===== config.mk =====
export PLATFORM = sky130hd
export DESIGN_NAME = wb_bus_arbiter
export DESIGN_NICKNAME = d
export VERILOG_FILES = /design/src/rtl/wb_bus_arbiter.sv
export SDC_FILE = /design/constraint.sdc
export NUM_CORES = 1
export LEC_CHECK = 0
export CORE_AREA = 2 2 121 123
export CTS_CLUSTER_DIAMETER = 50
export DETAILED_ROUTE_END_ITERATION = 8
export DIE_AREA = 0 0 123 125
export MAX_ROUTING_LAYER = met4
export PLACE_DENSITY_LB_ADDON = 0.05
export SLEW_MARGIN = 30
export SYNTH_ARGS = -nofsm -noshare
export SYNTH_HDL_FRONTEND = slang
export SYNTH_SLANG_ARGS = --single-unit

===== constraint.sdc =====
create_clock -name clk -period 1.7 [get_ports clk]
set_input_delay 0.425 -clock clk [delete_from_list [all_inputs] [get_ports clk]]
set_output_delay 0.425 -clock clk [all_outputs]
set_load 0.1 [all_outputs]

===== src/rtl/wb_bus_arbiter.sv =====
// wb_bus_arbiter: two-master Wishbone classic arbiter sharing one slave port between ibus and dbus.
// Define WB_ARB_TIMEOUT_EN to add a watchdog that errors a stalled granted master after TIMEOUT_CYCLES.
module wb_bus_arbiter #(
    parameter bit          ROUND_ROBIN    = 1'b1,
    parameter int unsigned TIMEOUT_CYCLES = 255
) (
    input  logic        clk,
    input  logic        rst,
    input  logic [29:0] ibus__adr,
    input  logic [31:0] ibus__dat_w,
    input  logic [3:0]  ibus__sel,
    input  logic        ibus__cyc,
    input  logic        ibus__stb,
    input  logic        ibus__we,
    output logic [31:0] ibus__dat_r,
    output logic        ibus__ack,
    output logic        ibus__err,
    input  logic [29:0] dbus__adr,
    input  logic [31:0] dbus__dat_w,
    input  logic [3:0]  dbus__sel,
    input  logic        dbus__cyc,
    input  logic        dbus__stb,
    input  logic        dbus__we,
    output logic [31:0] dbus__dat_r,
    output logic        dbus__ack,
    output logic        dbus__err,
    output logic [29:0] mem__adr,
    output logic [31:0] mem__dat_w,
    output logic [3:0]  mem__sel,
    output logic        mem__cyc,
    output logic        mem__stb,
    output logic        mem__we,
    input  logic [31:0] mem__dat_r,
    input  logic        mem__ack,
    input  logic        mem__err,
    output logic [1:0]  grant
);
    typedef enum logic [1:0] {IDLE = 2'b00, GNT_I = 2'b01, GNT_D = 2'b10} state_t;
    state_t state, pick, nxt;
    logic   last_d, gi, gd, stb_g, to;

    if (TIMEOUT_CYCLES == 0 || TIMEOUT_CYCLES > 65535) begin : g_bad_timeout
        $error("TIMEOUT_CYCLES must be within 1..65535");
    end

    assign gi    = state == GNT_I;
    assign gd    = state == GNT_D;
    assign stb_g = (gi && ibus__stb) || (gd && dbus__stb);
    // Contention: round robin favours the master not granted last, fixed priority favours dbus.
    assign pick  = (ibus__cyc && !(dbus__cyc && (!ROUND_ROBIN || !last_d))) ? GNT_I :
                   dbus__cyc ? GNT_D : IDLE;
    assign nxt   = ((gi && ibus__cyc) || (gd && dbus__cyc)) ? state : pick;

    always_ff @(posedge clk) begin
        if (rst) begin
            state  <= IDLE;
            last_d <= 1'b1;
        end else begin
            state <= nxt;
            if (nxt != state && nxt != IDLE) last_d <= nxt == GNT_D;
        end
    end

`ifdef WB_ARB_TIMEOUT_EN
    logic [15:0] cnt;
    assign to = cnt == 16'(TIMEOUT_CYCLES);
    always_ff @(posedge clk) begin
        if (rst || nxt != state || to || mem__ack || mem__err) cnt <= '0;
        else if (stb_g) cnt <= cnt + 16'd1;
    end
`else
    assign to = 1'b0;
`endif

    assign grant       = state;
    assign mem__adr    = gi ? ibus__adr : dbus__adr;
    assign mem__dat_w  = gi ? ibus__dat_w : dbus__dat_w;
    assign mem__sel    = gi ? ibus__sel : dbus__sel;
    assign mem__we     = gi ? ibus__we : dbus__we;
    assign mem__cyc    = ((gi && ibus__cyc) || (gd && dbus__cyc)) && !to;
    assign mem__stb    = stb_g && !to;
    assign ibus__ack   = gi && mem__ack;
    assign ibus__err   = gi && (mem__err || to);
    assign dbus__ack   = gd && mem__ack;
    assign dbus__err   = gd && (mem__err || to);
    assign ibus__dat_r = mem__dat_r;
    assign dbus__dat_r = mem__dat_r;
endmodule


==> impl_metrics.ini <==
[power_and_ir_drop]
power_density_nw_per_um2 = 606.0
ir_drop_mv = 0.2644
p_leak_nw = 2.468

[critical_path]
reg2reg_from = grant[0]
start_kind = register
worstSetupStartpoint = grant[0]
cp-end-kind = primary output
crit_type = reg -> out
critical_path.max_fanout = 17
crit_arrival_ns = 1.46
required_ns = 1.27

[status]
violations = negative setup slack
status = finished with violations

[grt]
antenna_found_initial = 0
track_usage_pct = 12.22
grt_pass1_vias = 2620
overflow = 0
grt_max_degree = 18
grt_pass1_wl_um = 14210

[sta]
finalMaxSlewViolations = 0
worst_pin_slew_ns = 0.2375
finalHoldViolCount = 0
rsz0062_at_grt = true
fmax_mhz = 530.0
setup_viol_count_final = 73
fin_crit_ns = 1.887
finalCritPeriodShare_pct = 111.0
setup_slack_ns = -0.1868
skew_ns = 0.002828
max-slew-margin-rel_pct = 84.06

[synthesis]
synth_top_cells_by_count = 203 x nand2_1, 67 x buf_4, 12 x buf_2
async_reset_ff_share_pct = 0
yosys.area.top_type = nand2_1
syn_inst = 306
syn-cell-area_um2 = 1529
synthMuxAreaShare_pct = 0
synth_most_common_cell = nand2_1
synthAdderAreaFrac_pct = 0
ys_ff_latch = 3
synth_edf_count = 0
yosysSeqAreaShare_pct = 3.928
synth-main-ff-cell = dfxtp_1
yosysWarnings = 0
synth_compound_area_share_pct = 3.601
synth_top_family_by_area = simple AND/OR/NAND/NOR gates
syn_avg_cell_area_um2 = 4.997
synth_xor_area_share_pct = 0
synth_cell_types = 16
synth_top_area_share_pct = 49.84
synthesis.nets = 480
synth_area_leaders = nand2_1 50%, buf_4 33%, buf_2 3.9%
synth-simple-area-share_pct = 54.42

[die]
core-area_um2 = 14200
die_area_um2 = 15380
rows = 44
die_x_um = 123
io_pins = 313
start_util_pct = 10.76
die_y_um = 125

[cells_and_area]
areaGrowthSynthToFinish_pct = 306.0
fin_nets = 651
layout.cells.non_filler = 660
drive_gt1_share_pct = 65.76
antennaDiodeCount = 0
utilization_pct = 43.70
fillers = 1353

[cts]
worstSkewPairLatency_ns = 0.23
holdBufCountCts = 0
cts_root_buf = clkbuf_16
cts_tree = yes
clk_path_buf_depth = 2
cts_sinks = 3
cts_buffers = 3
clkSlewWorstSetupHoldPaths_ns = 0.03
h-tree-depth = 1

[placement]
placed_cells = 639
place_congestion = 0.6979
dpl_worst_slack_ns = -0.1389
portBuffers = 216
dp_hpwl_um = 7519

[route]
vias_per_cell = 3.811
avgRoutedWirePerCell_um = 14.82
drc = 0
drt_wl_total_um = 9779
dr_total_vias = 2515
final_antenna_net_count = 0
drt_pass1_iterations = 3
first_iter_violations = 24

[job]
drv_cap = 0

[worst_hold_path]
min_path_type = reg -> reg
holdCritStartpoint = last_d
## per-stage QoR
stage / hold WS [ns] / TNS [ns] / total power (W) / instance area, um^2
5_1_grt: 0.6599 / -14.17 / 0.003882 / 6207
2_1_floorplan: 0.4913 / -4.557 / 0.002702 / 2819
6_report: 0.6227 / -10.74 / 0.003761 / 6207
4_1_cts: 0.6199 / -11.97 / 0.003747 / 6063
3_3_place_gp: 0.6027 / -0.2467 / 0.003158 / 5493
3_5_place_dp: 0.6063 / -0.5006 / 0.003173 / 5493
## cell type report
type	count	area (um^2)	share of cell area [%]
Sequential cell	3	67.56	1.088
Tap cell	184	230.2	3.709
Clock buffer	4	78.83	1.270
Timing Repair Buffer	246	3443	55.47
Inverter	2	7.507	0.1209
Multi-Input combinational cell	221	2380	38.34
## worst max-delay path, cell delays in order (launching register included)
cell and delay [ns]:
dfxtp_4 0.34, nor2b_4 0.14, buf_12 0.14, buf_16 0.16
a22o_4 0.28, buf_12 0.16
## cells by family after synthesis
family,count (synthesis)
simple gates,214
buf+inv,82
flops,3
compound gates,7
## worst paths after layout
check	slack (ns)	endpoint	cells past startpoint
hold reg to reg	0.62	last_d	2
setup / recovery	-0.19	mem__stb	5
hold / removal	0.62	last_d	2
setup reg to reg	0.34	last_d	6
## sequential cells by signal (all words and copies together), names as in the netlist
signal,count
last_d,1
grant,2
## report_power, final
| group | leakage [nW] | switching, W | total, W | internal [W] |
|---|---|---|---|---|
| sequential | 0.0262 | 0.00000881 | 0.0000853 | 0.0000765 |
| combinational | 2.40 | 0.00194 | 0.00329 | 0.00135 |
| clock | 0.0382 | 0.0000719 | 0.000382 | 0.000310 |
## what timing repair did
action,in CTS,in global routing
gates cloned,4,4
buffers inserted,9,0
pin swaps,0,2
endpoints found under the hold margin,0,0
gates resized for setup,98,8
setup endpoints to repair,73,73
## layer usage
metal	global-route usage, %	vias up	wire length, um
met5	-	-	0
met4	1.671	0	76
met3	3.330	18	964
met2	22.46	137	5153
met1	13.25	1156	3584
li1	-	1204	-
## layout by cell type (no fill, tap or decap), drive strengths merged
cell type / n
dfxtp: 3
a22o: 1
clkdlybuf4s50: 141
buf: 100
bufbuf: 1
o21ai: 1
o2bb2ai: 1
a311oi: 2
inv: 2
nand2b: 3
nor4: 1
nand2: 203
a211oi: 2
nor2b: 2
nor3b: 1
and2: 4
clkbuf: 8
No activity file was read; power rests on OpenSTA's default activity.
